File: src/rtl/fifo_ctl_1024x8.sv
// fifo_ctl_1024x8: streaming FIFO controller around a 1024x8 registered-read RAM with a 2-entry output buffer.
// Define FIFO_CTL_1024X8_ALMOST_EN to add registered almost_full/almost_empty flags.
module fifo_ctl_1024x8 #(
  parameter int ADDR_W = 10,
  parameter int DEPTH = 1024,
  parameter int DATA_W = 8
`ifdef FIFO_CTL_1024X8_ALMOST_EN
  ,
  parameter int AF_THRESH = 1020,
  parameter int AE_THRESH = 4
`endif
) (
  input  logic              Clk,
  input  logic              Rst,
  input  logic              push_valid,
  output logic              push_ready,
  input  logic [DATA_W-1:0] push_data,
  output logic              pop_valid,
  input  logic              pop_ready,
  output logic [DATA_W-1:0] pop_data,
  output logic [ADDR_W:0]   fill_level,
  output logic [ADDR_W-1:0] WA,
  output logic [DATA_W-1:0] WD,
  output logic              WEN,
  output logic              WClk_En,
  output logic [ADDR_W-1:0] RA,
  output logic              RClk_En,
  input  logic [DATA_W-1:0] RD
`ifdef FIFO_CTL_1024X8_ALMOST_EN
  ,
  output logic              almost_full,
  output logic              almost_empty
`endif
);
  localparam logic [ADDR_W:0] FULL = (ADDR_W+1)'(DEPTH);
  logic [ADDR_W:0] wr_ptr_q, wr_ptr_d, rd_ptr_q, rd_ptr_d, ram_cnt_q, ram_cnt_d, fill_q, fill_d;
  logic inflight_q, inflight_d;
  logic [1:0] ob_cnt_q, ob_cnt_d, base;
  logic [DATA_W-1:0] ob0_q, ob0_d, ob1_q, ob1_d;
  logic push_fire, pop_fire, rd_issue;
  // base is the buffer occupancy after this cycle's pop, i.e. the slot a capture lands in
  always_comb begin
    push_ready = !Rst && ram_cnt_q < FULL;
    push_fire = push_valid && push_ready;
    pop_valid = ob_cnt_q != 2'd0;
    pop_fire = pop_valid && pop_ready;
    base = ob_cnt_q - 2'(pop_fire);
    rd_issue = ram_cnt_q != '0 && 3'(base) + 3'(inflight_q) < 3'd2;
    wr_ptr_d = wr_ptr_q + (ADDR_W+1)'(push_fire);
    rd_ptr_d = rd_ptr_q + (ADDR_W+1)'(rd_issue);
    ram_cnt_d = wr_ptr_d - rd_ptr_d;
    inflight_d = rd_issue;
    ob_cnt_d = base + 2'(inflight_q);
    ob0_d = inflight_q && base == 2'd0 ? RD : (pop_fire ? ob1_q : ob0_q);
    ob1_d = inflight_q && base == 2'd1 ? RD : ob1_q;
    fill_d = ram_cnt_d + (ADDR_W+1)'(inflight_d) + (ADDR_W+1)'(ob_cnt_d);
  end
  always_ff @(posedge Clk or posedge Rst) begin
    if (Rst) begin
      wr_ptr_q <= '0;
      rd_ptr_q <= '0;
      ram_cnt_q <= '0;
      fill_q <= '0;
      inflight_q <= 1'b0;
      ob_cnt_q <= '0;
      ob0_q <= '0;
      ob1_q <= '0;
    end else begin
      wr_ptr_q <= wr_ptr_d;
      rd_ptr_q <= rd_ptr_d;
      ram_cnt_q <= ram_cnt_d;
      fill_q <= fill_d;
      inflight_q <= inflight_d;
      ob_cnt_q <= ob_cnt_d;
      ob0_q <= ob0_d;
      ob1_q <= ob1_d;
    end
  end
  assign WA = wr_ptr_q[ADDR_W-1:0];
  assign WD = push_data;
  assign WEN = push_fire;
  assign WClk_En = push_fire;
  assign RA = rd_ptr_q[ADDR_W-1:0];
  assign RClk_En = rd_issue;
  assign pop_data = ob0_q;
  assign fill_level = fill_q;
`ifdef FIFO_CTL_1024X8_ALMOST_EN
  logic af_q, ae_q;
  always_ff @(posedge Clk or posedge Rst) begin
    if (Rst) begin
      af_q <= 1'b0;
      ae_q <= 1'b1;
    end else begin
      af_q <= fill_d >= (ADDR_W+1)'(AF_THRESH);
      ae_q <= fill_d <= (ADDR_W+1)'(AE_THRESH);
    end
  end
  assign almost_full = af_q;
  assign almost_empty = ae_q;
`endif
endmodule

File: config.mk
export PLATFORM = sky130hd
export DESIGN_NAME = fifo_ctl_1024x8
export DESIGN_NICKNAME = d
export VERILOG_FILES = /design/src/rtl/fifo_ctl_1024x8.sv
export SDC_FILE = /design/constraint.sdc
export NUM_CORES = 1
export LEC_CHECK = 0
export BUFFER_PORTS_ARGS = -buffer_cell sky130_fd_sc_hd__buf_2
export CAP_MARGIN = 25
export CORE_ASPECT_RATIO = 0.75
export CORE_UTILIZATION = 38
export CTS_CLUSTER_DIAMETER = 150
export CTS_CLUSTER_SIZE = 40
export DETAILED_ROUTE_END_ITERATION = 16
export PLACE_DENSITY = 0.61
export SLEW_MARGIN = 20
export SYNTH_ARGS = -nofsm -noshare
export SYNTH_HDL_FRONTEND = slang
export SYNTH_SLANG_ARGS = --single-unit
File: constraint.sdc
create_clock -name Clk -period 4.4 [get_ports Clk]
set_clock_uncertainty 0.2 [all_clocks]
set_input_delay 0.88 -clock Clk [delete_from_list [all_inputs] [get_ports Clk]]
set_output_delay 0.88 -clock Clk [all_outputs]
set_load 0.02 [all_outputs]
==> qor.tcl, run 1 <==
set qor(grtUsageMet1_pct) 20.5
set qor(use_met3_pct) 5.49
set qor(synthesis.area_um2) 3270
set qor(synth_warnings) 0
set qor(synth_enable_flop_cells) 0
set qor(synth_top_flop_cell) {dfrtp_1}
set qor(io_pins) 72
set qor(finalMaxSlewViolations) 0
set qor(min_delay_path_depth) 1
set qor(worstHoldEndpoint) {rd_ptr_q[10]}
set qor(globalRoute.totalOverflow) 0
set qor(synth_seq_cells) 63
set qor(setup.worst_path.start_class) {primary input}
set qor(clockBufferDepth) 2
set qor(tritoncts) {yes}
set qor(synthArstFlopShare_pct) 100
set qor(drive_above_1_share_pct) 44.5
set qor(library_cell_with_the_largest_summed_area_after_synthesis) {dfrtp_1}
set qor(worst-endpoint-required_ns) 4.42
set qor(final_hold_viol_count) 0
set qor(die-area_um2) 9000
set qor(reg2reg_depth) 23
set qor(nNetsFinal) 398
set qor(fmaxAchievable_ghz) 0.231
set qor(drv_cap) 0
set qor(synth_seq_area_share_pct) 48.1
set qor(worst-r2r-setup-slack_ns) 0.10
set qor(cts.sinks) 63
set qor(fp-row-count) 28
set qor(firstDrtPassIters) 4
set qor(clk_pin_slew_ns) 0.05
set qor(drt-total-wl_mm) 6.30
set qor(grt_start_max_net_pins) 42
set qor(totalNegativeSetupSlack_ns) 0
set qor(start_util_pct) 40.3
set qor(dr_total_vias) 2146
set qor(synth_nets) 325
set qor(timing.hold.worst.class) {flip-flop to flip-flop}
set qor(htree_levels) 3
set qor(vias_per_cell) 4.56
set qor(cts.root.buffer_cell) {clkbuf_16}
set qor(detailedPlacementHpwl_mm) 4.71
set qor(rsz_0062_raised_after_global_routing) {true}
set qor(hold_start) {rd_ptr_q[10]}
set qor(detailedRoute.firstIterationViolations) 75
set qor(min_period_ns) 4.33
set qor(global_route.peak_usage_layer) {met2}
set qor(layout_common_cells) {dfrtp_1, buf_2, buf_4}
set qor(grt_first_pass_wirelength_mm) 10.2
set qor(port-buffer-count) 55
set qor(cts_buffers) 9
set qor(synth_top_area_share_pct) 48.1
set qor(final_common_cell) {dfrtp_1}
set qor(cell_types_occupying_the_most_area_after_synthesis) {dfrtp_1, buf_4, ha_1}
set qor(wire_per_inst_um) 13.4
set qor(timing.slew.headroom_pct) 44.1
set qor(fp.coreArea_um2) 8130
set qor(rr_startpoint) {ob_cnt_q[0]}
set qor(chip_height_um) 82.4
set qor(worst_skew_pair_latency_ns) 0.33
set qor(setup_viol) 0
set qor(synth.lib_cells_used.distinct) 39
set qor(r2r_endpoint) {fill_level[10]}
set qor(netlist_instances) 288
set qor(die_width_um) 109
set qor(drc) 0
set qor(crit_path_max_fanout) 3
set qor(worst_slew_pin_slew_ns) 0.838
set qor(count_of_inserted_antenna_diode_cells) 0
set qor(gpl.final_weighted_congestion) 0.761
set qor(cts_stage_hold_buffer_count) 0
set qor(cp_data_arrival_time_ns) 4.35
set qor(grt.met2_usage_pct) 23.3
set qor(ant_nets) 0
set qor(syn_area_per_cell_um2) 11.4
set qor(path_class) {primary input to flip-flop}
set qor(grt_pass1_vias) 2080
set qor(antenna_found_initial) 0
set qor(post_synthesis_to_final_layout_area_growth_pct) 29.2
set qor(worstSetupEndpointType) {flip-flop}
set qor(post-route-period-util_pct) 98.4
set qor(status) {finished clean}
set qor(groute.usage.overall_pct) 15.7
==> cells in the mapped netlist (2+ instances only) <==
master,n
nand2b_1,2
inv_1,26
xnor2_2,6
nand2_1,10
nor2_2,2
nor4_1,2
or2_2,2
fa_1,2
xnor2_1,18
a21oi_1,14
clkbuf_1,2
mux2_2,8
nor2_1,19
buf_4,29
and3_1,7
ha_1,15
xor2_1,12
a31oi_1,5
nand3_1,13
nand4_1,4
dfrtp_1,63
mux2i_1,8
o31ai_1,2
xor2_2,2
==> sequential cells by signal (all words and copies together), names as in the netlist <==
signal,flops
ob_cnt_q,2
inflight_q,1
ob1_q,8
ram_cnt_q,11
pop_data,8
wr_ptr_q,11
rd_ptr_q,11
fill_level,11
==> worst max-delay path by stage <==
| stage | startpoint | depth (start not counted) | end |
|---|---|---|---|
| after floorplan | pop_ready | 21 | fill_level[10] |
| after global placement | pop_ready | 22 | fill_level[10] |
| after detailed placement | pop_ready | 22 | fill_level[10] |
| after CTS | ob_cnt_q[1] | 22 | fill_level[10] |
| after global routing | ob_cnt_q[0] | 23 | fill_level[9] |
| final | pop_ready | 23 | fill_level[10] |
==> logic make-up (layout without fill, tap and decap cells) <==
kind of cell | Yosys count | in the layout | synth area share (%)
mux | 16 | 16 | 5.20
buf+inv | 57 | 135 | 9.86
flops | 63 | 63 | 48.1
compound gates | 30 | 30 | 7.03
xor+xnor | 39 | 39 | 12.8
simple gates | 66 | 66 | 10.0
fa+ha+maj | 17 | 17 | 6.95
==> cell type report <==
type,count,area (um^2)
tap,105,131
sequential,63,1580
fill,715,3900
clock inverter,5,56.3
timing repair buffer,93,561
multi-input combinational,168,1550
clock buffer,11,253
inverter,26,100
==> routing by layer <==
metal  up-vias  routed length [um]
met2        35                2800
li1       1078                   -
met3        12                 309
met4         0                 108
met1      1021                3080
met5         -                   0
==> worst max-delay path, cell delays in order <==
cell       delay, ns
buf_2           0.13
nand2_8         0.07
inv_4           0.03
ha_4            0.25
inv_2           0.04
ha_4            0.14
inv_2           0.05
ha_4            0.12
inv_2           0.04
a31oi_4         0.23
ha_4            0.20
xnor2_2         0.14
inv_2           0.08
xnor2_2         0.13
ha_2            0.20
a21oi_2         0.13
a22oi_2         0.08
o311a_4         0.39
a2111oi_4       0.33
o31ai_1         0.13
a21oi_2         0.15
xor3_2          0.27
xnor2_1         0.13
==> timing repair <==
| item | in CTS | in global routing |
|---|---|---|
| resized for setup | 0 | 10 |
| endpoints found under the setup margin | 0 | 6 |
| setup buffers | 0 | 10 |
==> per-stage QoR <==
| step | hold WS (ns) | util [%] | setup slack (ns) | std cells | cell area, um^2 |
|---|---|---|---|---|---|
| 2_1_floorplan | 0.236 | - | -0.107 | 288 | 3400 |
| 3_3_place_gp | 0.256 | 46.6 | -0.130 | 445 | 3790 |
| 3_5_place_dp | 0.264 | 46.6 | -0.228 | 445 | 3790 |
| 4_1_cts | 0.272 | 50.4 | 0.00987 | 461 | 4100 |
| 5_1_grt | 0.300 | 52.0 | -0.0992 | 471 | 4230 |
| 6_report | 0.270 | 52.0 | 0.0698 | 471 | 4230 |
Power of run 1 is not shown: default switching activity piles up to over one toggle a cycle in this logic, so the estimate is an artifact.
==> run 2, diff against run 1 <==
--- a/config.mk
+++ b/config.mk
@@ -7,12 +7,12 @@
 export LEC_CHECK = 0
 export BUFFER_PORTS_ARGS = -buffer_cell sky130_fd_sc_hd__buf_2
 export CAP_MARGIN = 25
-export CORE_ASPECT_RATIO = 0.75
+export CORE_ASPECT_RATIO = 0.7
 export CORE_UTILIZATION = 38
 export CTS_CLUSTER_DIAMETER = 150
 export CTS_CLUSTER_SIZE = 40
 export DETAILED_ROUTE_END_ITERATION = 16
-export PLACE_DENSITY = 0.61
+export PLACE_DENSITY = 0.58
 export SLEW_MARGIN = 20
 export SYNTH_ARGS = -nofsm -noshare
 export SYNTH_HDL_FRONTEND = slang
==> constraint.sdc (replaced) <==
create_clock -name Clk -period 5.4 [get_ports Clk]
set_clock_uncertainty 0.2 [all_clocks]
set_input_delay 1.08 -clock Clk [delete_from_list [all_inputs] [get_ports Clk]]
set_output_delay 1.08 -clock Clk [all_outputs]
set_load 0.02 [all_outputs]
==> run 2 against run 1 <==
Compared with the run above: global-route usage shrank 1.4 points; first-iteration DRC count grew 17%; via count is 6.8% lower; non-clock buffer count decreased by 34; cell count decreased by 8.1%; flip-flop and latch count stayed put; worst hold slack gained 0.0058 ns; die area hardly changed; count of clock-buffer cells in the layout unchanged; wire length shrank 5.4%; critical path depth did not move; critical endpoint unchanged.
==> qor.tcl, run 2 (synthesis gave the netlist of run 1 again) <==
set qor(final_hold_viol_count) 0 ;# unchanged
set qor(nNetsFinal) 364 ;# -8.5%
set qor(worstSetupEndpointType) {flip-flop}
set qor(ant_nets) 0 ;# unchanged
set qor(detailedRoute.firstIterationViolations) 88 ;# +17%
set qor(fp-row-count) 27 ;# -3.6%
set qor(drv_cap) 0 ;# unchanged
set qor(status) {finished clean}
set qor(finish.utilization_pct) 47.1 ;# -4.9 points
set qor(gpl.final_weighted_congestion) 0.750 ;# -1.4%
set qor(wire_per_inst_um) 13.8 ;# +2.9%
set qor(netSwitchingFraction_pct) 40.2
set qor(cts.sinks) 63 ;# unchanged
set qor(tritoncts) {yes}
set qor(count_of_inserted_antenna_diode_cells) 0 ;# unchanged
set qor(chip_height_um) 79.7 ;# -3.3%
set qor(static-leakage-power_nw) 1.90
set qor(grt_start_max_net_pins) 64 ;# +52%
set qor(groute.usage.overall_pct) 14.3 ;# -1.4 points
set qor(grtUsageMet1_pct) 20.4 ;# -0.099 points
set qor(detailedPlacementHpwl_mm) 4.38 ;# -7.1%
set qor(dr_total_vias) 2001 ;# -6.8%
set qor(totalNegativeSetupSlack_ns) 0 ;# unchanged
set qor(path_class) {primary input to flip-flop}
set qor(start_util_pct) 40.4 ;# +0.099 points
set qor(crit_path_max_fanout) 4 ;# +1
set qor(placed_cells) 417 ;# -6.3%
set qor(cts.root.buffer_cell) {clkbuf_16}
set qor(grt_first_pass_wirelength_mm) 9.54 ;# -6.2%
set qor(cts.repair_timing.setup_buffer_count) 0 ;# unchanged
set qor(pwr-share-clk_pct) 20.5
set qor(finalMaxSlewViolations) 0 ;# unchanged
set qor(clockBufferDepth) 2 ;# unchanged
set qor(clk_pin_slew_ns) 0.05 ;# about the same
set qor(timing.hold.worst.class) {flip-flop to flip-flop}
set qor(globalRoute.totalOverflow) 0 ;# unchanged
set qor(post_synthesis_to_final_layout_area_growth_pct) 16.7
set qor(setup.worst_path.start_class) {primary input}
set qor(worst_slew_pin_slew_ns) 0.795 ;# -0.0428 ns
set qor(htree_levels) 3 ;# unchanged
set qor(max-vdd-ir-drop_mv) 0.343
set qor(use_met3_pct) 5.01 ;# -0.48 points
set qor(comb_pwr_share_pct) 53.6
set qor(rsz_0062_raised_after_global_routing) {false}
set qor(cts_stage_hold_buffer_count) 0 ;# unchanged
set qor(min_period_ns) 4.85
set qor(crit_slowest_cell) {o311a_4}
set qor(num-fill-cells) 739 ;# +3.4%
set qor(setup_viol) 0 ;# unchanged
set qor(layout_common_cells) {dfrtp_1, buf_2, inv_1}
set qor(io_pins) 72 ;# unchanged
set qor(postCtsResizedCells) 0 ;# unchanged
set qor(final_cells) 433 ;# -8.1%
set qor(timing.slew.headroom_pct) 47.0 ;# +2.9 points
set qor(sequential_power_share_pct) 25.9
set qor(global_route.peak_usage_layer) {met1}
set qor(worst_skew_pair_latency_ns) 0.32 ;# about the same
set qor(die-area_um2) 9000 ;# about the same
set qor(p_total_mw) 3.07
set qor(port-buffer-count) 55 ;# unchanged
set qor(buf_inv_stages_crit_path) 6 ;# unchanged
set qor(rr_startpoint) {ob_cnt_q[1]}
set qor(firstDrtPassIters) 4 ;# unchanged
set qor(drc) 0 ;# unchanged
set qor(cts_buffers) 9 ;# unchanged
set qor(grt.met2_usage_pct) 19.9 ;# -3.5 points
set qor(drt-total-wl_mm) 5.95 ;# -5.4%
set qor(crit_path_cell_trace) {buf_2 -> nand2_1 -> inv_1 -> ha_1 -> inv_1 -> ha_1 -> inv_1 -> ha_1 -> inv_1 -> a31oi_2 -> ha_1 -> xnor2_1 -> inv_1 -> xnor2_1 -> ha_1 -> a21oi_1 -> a22oi_2 -> o311a_4 -> a2111oi_4 -> o31ai_1 -> a21oi_2 -> xor3_2 -> xnor2_1}
set qor(vias_per_cell) 4.62 ;# +1.4%
set qor(cellPowerDensity_nw_per_um2) 803
set qor(die_width_um) 113 ;# +3.4%
set qor(worst-endpoint-required_ns) 5.41 ;# +0.99 ns
set qor(fin_worst_hold_slack_ns) 0.276 ;# +0.00582 ns
set qor(path_delay_family) {compound AO/OA/AOI/OAI gates}
set qor(internal-power_mw) 1.83
set qor(fmaxAchievable_ghz) 0.206
set qor(final_common_cell) {dfrtp_1}
set qor(post-route-period-util_pct) 89.9
set qor(cp_data_arrival_time_ns) 4.86 ;# +0.51 ns
set qor(p_switching_mw) 1.23
set qor(drive_above_1_share_pct) 31.3 ;# -13 points
set qor(antenna_found_initial) 0 ;# unchanged
set qor(grt_pass1_vias) 1912 ;# -8.1%
set qor(worstSetupStartpoint) {pop_ready}
set qor(cp_slowest_stage_delay_ns) 0.39 ;# about the same
set qor(fp.coreArea_um2) 8110 ;# -0.25%
set qor(hold_start) {rd_ptr_q[10]}
## run 2: cell count changes in the layout (fill, tap and decap cells not counted), moves of 3 or more
cell     previous run  this run
buf_4              38         4
ha_4                6         0
inv_1              20        25
xnor2_2             9         6
ha_1                8        15
xnor2_1            15        18
inv_2               5         1
## run 2: power groups by stage
stage | Combinational, mW | Sequential, mW | Clock, mW
after floorplan | 1.27 | 0.862 | 0
after global placement | 1.65 | 0.801 | 0
after detailed placement | 1.66 | 0.802 | 0
after CTS | 1.67 | 0.795 | 0.641
after global routing | 1.85 | 0.820 | 0.668
final | 1.64 | 0.795 | 0.627
## run 2: cell type report
cell class / count / area, um^2 / share of cell area [%]
flip-flops and latches: 63 / 1580 / 41.3
multi-input cells: 168 / 1380 / 36.2
repair buffers: 59 / 305 / 7.99
clock buffers: 11 / 253 / 6.62
well taps: 101 / 126 / 3.31
inverters: 26 / 97.6 / 2.55
clock inverters: 5 / 80.1 / 2.10
## run 2: per-layer routing
| metal | share of wire [%] | vias to the layer above |
|---|---|---|
| met5 | 0 | - |
| met4 | 1.3 | 0 |
| met3 | 3.9 | 7 |
| met2 | 41 | 36 |
| met1 | 54 | 950 |
| li1 | - | 1008 |
## run 2: metrics by stage
stage	area (um^2)	setup slack, ns
after floorplan	3280	0.0589
after global placement	3490	0.247
after detailed placement	3490	0.223
after CTS	3820	0.534
after global routing	3820	0.300
final	3820	0.547
## run 2: path summary, 6_finish.rpt
kind / end / slack [ns] / cells past startpoint
max reg2reg: fill_level[10] / 0.68 / 23
min reg2reg: rd_ptr_q[10] / 0.28 / 1
min: rd_ptr_q[10] / 0.28 / 1
max in group asynchronous: ram_cnt_q[8] / 3.68 / 3
max: fill_level[10] / 0.55 / 23
min in group asynchronous: fill_level[0] / 0.80 / 3
No activity file was read; power rests on OpenSTA's default activity.
